## config.mk

```make
export PLATFORM = sky130hd
export DESIGN_NAME = ccc_lock_supervisor
export DESIGN_NICKNAME = d
export VERILOG_FILES = /design/src/rtl/ccc_mon_pkg.sv /design/src/rtl/ccc_lock_supervisor_lock_sync.sv /design/src/rtl/ccc_lock_supervisor.sv
export SDC_FILE = /design/constraint.sdc
export NUM_CORES = 1
export LEC_CHECK = 0
export BUFFER_PORTS_ARGS = -buffer_cell sky130_fd_sc_hd__buf_2
export CORE_MARGIN = 2
export CORE_UTILIZATION = 55
export DETAILED_ROUTE_END_ITERATION = 8
export GPL_TIMING_DRIVEN = 0
export HOLD_SLACK_MARGIN = 0.1
export PLACE_DENSITY = 0.76
export SLEW_MARGIN = 5
export SYNTH_ARGS = -nofsm -noshare
export SYNTH_HDL_FRONTEND = slang
export SYNTH_SLANG_ARGS = --single-unit
```

## constraint.sdc

```tcl
create_clock -name FAB_CLK -period 6.02 [get_ports FAB_CLK]
set_input_delay 0.602 -clock FAB_CLK [delete_from_list [all_inputs] [get_ports FAB_CLK]]
set_output_delay 0.602 -clock FAB_CLK [all_outputs]
set_load 0.005 [all_outputs]
```

## src/rtl/ccc_mon_pkg.sv

```systemverilog
// Shared state encodings and default constants for the CCC lock supervisor.
package ccc_mon_pkg;

  localparam int STATE_W           = 3;
  localparam int STABLE_CYCLES_DEF = 1024;
  localparam int LOSS_FILTER_DEF   = 4;

  typedef enum logic [STATE_W-1:0] {
    ST_IDLE      = 3'd0,
    ST_WAIT_LOCK = 3'd1,
    ST_STABLE    = 3'd2,
    ST_RUN       = 3'd3,
    ST_FILTER    = 3'd4
  } state_t;

endpackage

```

## src/rtl/ccc_lock_supervisor_lock_sync.sv

```systemverilog
// Multi-flop synchronizer for a single asynchronous level; clears to 0 on reset.
module lock_sync #(
  parameter int SYNC_STAGES = 2
) (
  input  logic i_clk,
  input  logic i_rst_n,
  input  logic i_d,
  output logic o_q
);

  logic [SYNC_STAGES-1:0] r_sync;

  // shift the async level through the flop chain
  always_ff @(posedge i_clk) begin
    if (!i_rst_n) r_sync <= '0;
    else          r_sync <= {r_sync[SYNC_STAGES-2:0], i_d};
  end

  assign o_q = r_sync[SYNC_STAGES-1];

endmodule

```

## src/rtl/ccc_lock_supervisor.sv

```systemverilog
// Fabric-side supervisor for the MSS CCC lock: synchronizes and filters
// FAB_LOCK, gates the fabric reset on qualified lock, and counts losses.
// Optional interrupt output enabled by defining CCC_LOCK_SUPERVISOR_IRQ_EN.
module ccc_lock_supervisor
  import ccc_mon_pkg::*;
#(
  parameter int STABLE_CYCLES = STABLE_CYCLES_DEF,
  parameter int LOSS_FILTER   = LOSS_FILTER_DEF,
  parameter int SYNC_STAGES   = 2,
  parameter int CNT_W         = 8
) (
  input  logic               FAB_CLK,
  input  logic               M2F_RESET_N,
  input  logic               FAB_LOCK,
  input  logic               SW_RESTART,
  input  logic               LOSS_CLR,
`ifdef CCC_LOCK_SUPERVISOR_IRQ_EN
  input  logic               IRQ_CLR,
  output logic               IRQ,
`endif
  output logic               FAB_RESET_N,
  output logic               LOCKED,
  output logic [STATE_W-1:0] STATE,
  output logic [CNT_W-1:0]   LOSS_COUNT
);

  localparam int SC_W = (STABLE_CYCLES > 1) ? $clog2(STABLE_CYCLES) : 1;
  localparam int FC_W = $clog2(LOSS_FILTER + 1);
  localparam logic [SC_W-1:0] SC_LAST = SC_W'(STABLE_CYCLES - 1);
  localparam logic [SC_W-1:0] SC_ONE  = SC_W'(1);
  localparam logic [FC_W-1:0] FC_LAST = FC_W'(LOSS_FILTER);
  localparam logic [FC_W-1:0] FC_ONE  = FC_W'(1);

  logic            w_lock_s;
  state_t          r_state, w_nxt;
  logic [SC_W-1:0] r_scnt, w_scnt;
  logic [FC_W-1:0] r_fcnt, w_fcnt;
  logic            w_loss, w_run;
  logic            r_rst_out, r_locked;
  logic [CNT_W-1:0] r_loss_cnt;

  lock_sync #(.SYNC_STAGES(SYNC_STAGES)) u_lock_sync (
    .i_clk   (FAB_CLK),
    .i_rst_n (M2F_RESET_N),
    .i_d     (FAB_LOCK),
    .o_q     (w_lock_s)
  );

  // state and qualification counters
  always_ff @(posedge FAB_CLK) begin
    if (!M2F_RESET_N) begin
      r_state <= ST_IDLE;
      r_scnt  <= '0;
      r_fcnt  <= '0;
    end else begin
      r_state <= w_nxt;
      r_scnt  <= w_scnt;
      r_fcnt  <= w_fcnt;
    end
  end

  // next state; a software restart overrides every other transition
  always_comb begin
    w_nxt  = r_state;
    w_scnt = r_scnt;
    w_fcnt = r_fcnt;
    w_loss = 1'b0;
    if (SW_RESTART && (r_state != ST_IDLE)) begin
      w_nxt  = ST_WAIT_LOCK;
      w_scnt = '0;
      w_fcnt = '0;
    end else begin
      case (r_state)
        ST_IDLE: begin
          w_nxt  = ST_WAIT_LOCK;
          w_scnt = '0;
          w_fcnt = '0;
        end
        ST_WAIT_LOCK: begin
          if (w_lock_s) begin
            w_nxt  = ST_STABLE;
            w_scnt = '0;
          end
        end
        ST_STABLE: begin
          if (!w_lock_s) begin
            w_nxt  = ST_WAIT_LOCK;
            w_scnt = '0;
          end else if (r_scnt == SC_LAST) begin
            w_nxt  = ST_RUN;
          end else begin
            w_scnt = r_scnt + SC_ONE;
          end
        end
        ST_RUN: begin
          if (!w_lock_s) begin
            // a one-sample filter means the first low sample is already a loss
            if (LOSS_FILTER == 1) begin
              w_nxt  = ST_WAIT_LOCK;
              w_loss = 1'b1;
              w_fcnt = '0;
            end else begin
              w_nxt  = ST_FILTER;
              w_fcnt = FC_ONE;
            end
          end
        end
        ST_FILTER: begin
          if (w_lock_s) begin
            w_nxt  = ST_RUN;
            w_fcnt = '0;
          end else if (r_fcnt == FC_LAST) begin
            w_nxt  = ST_WAIT_LOCK;
            w_loss = 1'b1;
            w_fcnt = '0;
          end else begin
            w_fcnt = r_fcnt + FC_ONE;
          end
        end
        default: begin
          w_nxt  = ST_IDLE;
          w_scnt = '0;
          w_fcnt = '0;
        end
      endcase
    end
  end

  // fabric is released only while lock is qualified (glitch window included)
  always_comb begin
    w_run = (w_nxt == ST_RUN) || (w_nxt == ST_FILTER);
  end

  // registered reset and lock status, updated on the transition edge
  always_ff @(posedge FAB_CLK) begin
    if (!M2F_RESET_N) begin
      r_rst_out <= 1'b0;
      r_locked  <= 1'b0;
    end else begin
      r_rst_out <= w_run;
      r_locked  <= w_run;
    end
  end

  // saturating loss counter; a clear coincident with a loss leaves one count
  always_ff @(posedge FAB_CLK) begin
    if (!M2F_RESET_N)             r_loss_cnt <= '0;
    else if (LOSS_CLR)            r_loss_cnt <= w_loss ? CNT_W'(1) : '0;
    else if (w_loss && !(&r_loss_cnt)) r_loss_cnt <= r_loss_cnt + CNT_W'(1);
  end

`ifdef CCC_LOCK_SUPERVISOR_IRQ_EN
  logic r_irq;

  // sticky loss interrupt; a new loss wins over a simultaneous clear
  always_ff @(posedge FAB_CLK) begin
    if (!M2F_RESET_N) r_irq <= 1'b0;
    else if (w_loss)  r_irq <= 1'b1;
    else if (IRQ_CLR) r_irq <= 1'b0;
  end

  assign IRQ = r_irq;
`endif

  assign FAB_RESET_N = r_rst_out;
  assign LOCKED      = r_locked;
  assign STATE       = r_state;
  assign LOSS_COUNT  = r_loss_cnt;

endmodule
```

==> metrics.md <==
| Metric | Value |
|---|---|
| Buffers and inverters on the worst path | 2 |
| Detailed-route via count | 1492 |
| Register-to-register path setup slack | 3.72 ns |
| Crit path top cell by count | sky130_fd_sc_hd__or4_1 |
| Dominant cell by count in the synthesized netlist | sky130_fd_sc_hd__dfxtp_1 |
| Most area-hungry cell type in the Yosys netlist | sky130_fd_sc_hd__dfxtp_1 |
| 1st-iter DRT viols | 44 |
| Adder-Cell Fraction of Synth Area | 3.281% |
| Critical path cell sequence | or3b_1 -> buf_2 -> or4_1 -> clkbuf_2 -> or4_1 -> a21oi_1 |
| Total standard cell area after synthesis | 0.001525 sq mm |
| Clock period minus final worst setup slack | 2.304 ns |
| Destination of the worst register-to-register timing path | LOSS_COUNT[3] |
| Last weighted congestion value of the routability-driven placer | 0.8056 |
| Total routing usage reported by global routing | 22.52% |
| RSZ-0062 raised after global routing | no |
| Number of warnings issued by yosys | 0 |
| Parity-gate share of the synthesized area counting xor and xnor cells | 0.5742% |
| Row cnt | 19 |
| Antenna violations before repair | 0 |
| Total clock buffers created by CTS | 3 |
| HPWL after detailed placement | 2502 um |
| Starting utilization of the core area | 56.78% |
| Logic depth of the worst path, buffers included | 6 |
| Final count of pins violating max slew | 0 |
| Cell depth of the worst flop-to-flop path | 6 |
| Global route overflow | 0 |
| Post-Place Worst Slack | 3.763 ns |
| CP max stage delay | 0.51 ns |
| Count of nets after finishing | 214 |
| Vias in the first global route | 1398 |
| Synth Flop Type | sky130_fd_sc_hd__dfxtp_1 |
| Post-detailed-route DRC marker count | 0 |
| Number of endpoints failing setup at the final stage | 0 |
| Die boundary height | 56.66 um |
| Horiz. Die Dim | 56.66 um |
| Count of different cell masters after synthesis | 51 |
| Post-Synthesis Mean Instance Area | 8.334 sq um |
| Maximum number of pins on one net before global-route repair | 15 |
| Standard cell with the maximum stage delay on the critical path | sky130_fd_sc_hd__or4_1 |
| Maximum clock path buffer count | 2 |
| Area added between synthesis and finish | 9.844% |
| Filler cells | 238 |
| Total clock sinks | 27 |
| Setup Skew | 0.001806 ns |
| Post-detailed-route via-to-cell ratio | 6.349 |
| Required time of the worst setup path | 6.30 ns |
| Max transition margin | 33.95% |
| Share of final-layout standard cells stronger than drive strength 1 | 13.24% |
| Maximum achievable frequency | 0.4340 GHz |
| Post-route antenna net violation count | 0 |
| Final cycle utilization of the critical path | 38.28% |
| Top post-synthesis cells by area | sky130_fd_sc_hd__dfxtp_1, sky130_fd_sc_hd__o31ai_1, sky130_fd_sc_hd__a21oi_1 |
| Cell family with most CP delay | simple AND/OR/NAND/NOR gates |
| Reported max-cap violation count | 0 |
| CTS Hold Bufs | 0 |
| Run status | complete, no violations |
| Mapped Nets | 192 |
| Clock transition at the register clock pins on the worst setup and hold paths after CTS | 0.14 ns |
| Global-route wire length before repair | 5747 um |
| Setup crit end kind | flip-flop |
| Simple logic cell fraction of the synthesized area | 29.61% |
| Die area | 0.003210 sq mm |
| Setup fix buffers added after clock tree synthesis | 0 |
| Boundary Pins | 18 |
| Hold EP | u_lock_sync.r_sync[1] |
| Data arrival time at the worst-slack endpoint | 2.58 ns |
| Least-Margin Pin Slew | 0.9817 ns |
| Hold Path Class | reg -> reg |
| Share of the yosys chip area belonging to registers | 35.44% |
| Routed wire length per instance | 14.35 um |
| Hold_sp | u_lock_sync.r_sync[0] |
| Power density over the cells | 170.8 mW/mm^2 |
| Hold Crit Depth | 1 |
| Detailed-router iteration count before antenna repair | 4 |
| Routed Wire Length | 3372 um |
| Clock network latency to the later pin of the worst-skew pair | 0.33 ns |
| Sum Neg Setup Slack | 0 ns |
| Total core area | 0.002686 sq mm |
| Portion of netlist area occupied by mux cells | 1.313% |
| ANT cells | 0 |
| Synth top area share | 35.44% |
| Ranking of synthesized cells by instance count | sky130_fd_sc_hd__dfxtp_1, sky130_fd_sc_hd__nand2_1, sky130_fd_sc_hd__a21oi_1, sky130_fd_sc_hd__inv_1, sky130_fd_sc_hd__o21ai_0 |
| Count of endpoints failing hold in the final timing report | 0 |
| TritonCTS clock tree | yes |
| Critical path class | reg -> reg |
| Nature of the critical path startpoint | flip-flop |
| Post-synthesis instance total | 183 |
| Root Driver | sky130_fd_sc_hd__clkbuf_4 |
| Leakage power summed over all cells | 0.6072 nW |
| Area taken by flip-flops and latches | 540.5 sq um |
| Combinational family with the most area after synthesis | simple AND/OR/NAND/NOR gates |
| Final WS setup | 3.716 ns |
| Critical register-to-register path startpoint | STATE[0] |
| Top fanout value on the critical path | 10 |
| Count of port buffers added during placement | 17 |
| Number of enable-type register cells in the synthesized netlist | 0 |
| Peak ir drop on the vdd network | 0.1426 mV |
| Synth Area in Compound Gates | 25.43% |
| Post-CTS Resized | 0 |
| Synth Register Bits | 27 |
| Multi-input combinational cell area | 918.4 sq um |
| Depth of the CTS H-tree | 1 |
| Fraction of registers with async set or reset after synthesis | 0% |
## stage by stage
step	hold slack (ns)	instance area (sq um)	instances	power (mW)	utilization (%)
after detailed placement	0.4188	1649	231	0.2098	61.39
final	0.4521	1675	235	0.2861	62.37
after CTS	0.4551	1675	235	0.2899	62.37
after floorplan	0.4119	1525	183	0.2027	-
after global placement	0.4135	1649	231	0.2085	61.39
after global routing	0.4423	1675	235	0.3008	62.37
## state kept, by name, indices dropped and copies added, names as in the netlist
| register | cells |
|---|---|
| STATE | 3 |
| LOSS_COUNT | 8 |
| LOCKED | 1 |
| r_scnt | 10 |
| r_fcnt | 3 |
| u_lock_sync.r_sync | 2 |
## kinds of logic after synthesis
kind of cell | after synthesis
buffers and inverters | 16
flip-flops | 27
XOR/XNOR | 1
multiplexers | 2
AO/OA/AOI/OAI | 55
adder cells (fa/ha/maj) | 4
AND/OR/NAND/NOR | 78
## cell type report
class	count	share of cell area, %
Buffer	8	2.166
Clock buffer	4	1.568
Inverter	8	1.792
Multi-Input combinational cell	140	54.82
Sequential cell	27	32.26
Tap cell	31	2.315
Timing Repair Buffer	17	5.078
## report_power, final
part           switching [mW]  internal, mW  leakage [nW]
clock                  0.0539        0.0260        0.0150
combinational          0.0144       0.00913         0.374
sequential            0.00181         0.181         0.218
total                  0.0701         0.216         0.607
## cells in the final DEF, fill, tap and decap left out, types with 5 or more instances in the layout
cell                        n
sky130_fd_sc_hd__dfxtp_1   27
sky130_fd_sc_hd__buf_2     18
sky130_fd_sc_hd__nand2_1   13
sky130_fd_sc_hd__a21oi_1   10
sky130_fd_sc_hd__inv_1      8
sky130_fd_sc_hd__o21ai_0    8
sky130_fd_sc_hd__o31ai_1    7
sky130_fd_sc_hd__nor2_1     7
sky130_fd_sc_hd__nor4_1     6
sky130_fd_sc_hd__nand4_1    6
sky130_fd_sc_hd__nand3_1    6
sky130_fd_sc_hd__and2_1     6
sky130_fd_sc_hd__nor3_1     5
sky130_fd_sc_hd__clkbuf_1   5
## per-layer routing
metal	share of wire, %	up-vias	global-route usage [%]
met1	47	706	28.32
met3	3.5	7	4.608
met4	1.7	0	12.59
li1	-	747	-
met5	0	-	0
met2	48	32	35.71
## worst max path at each step
stage / startpoint / endpoint / slack [ns]
detailed placement: STATE[0] / LOSS_COUNT[3] / 3.76
floorplan: STATE[0] / LOSS_COUNT[3] / 3.87
global placement: STATE[0] / LOSS_COUNT[2] / 3.76
global route: STATE[0] / LOSS_COUNT[2] / 3.53
CTS: STATE[0] / LOSS_COUNT[3] / 3.71
finish: STATE[0] / LOSS_COUNT[3] / 3.72
Note: power is estimated with default switching activity, not from simulation.
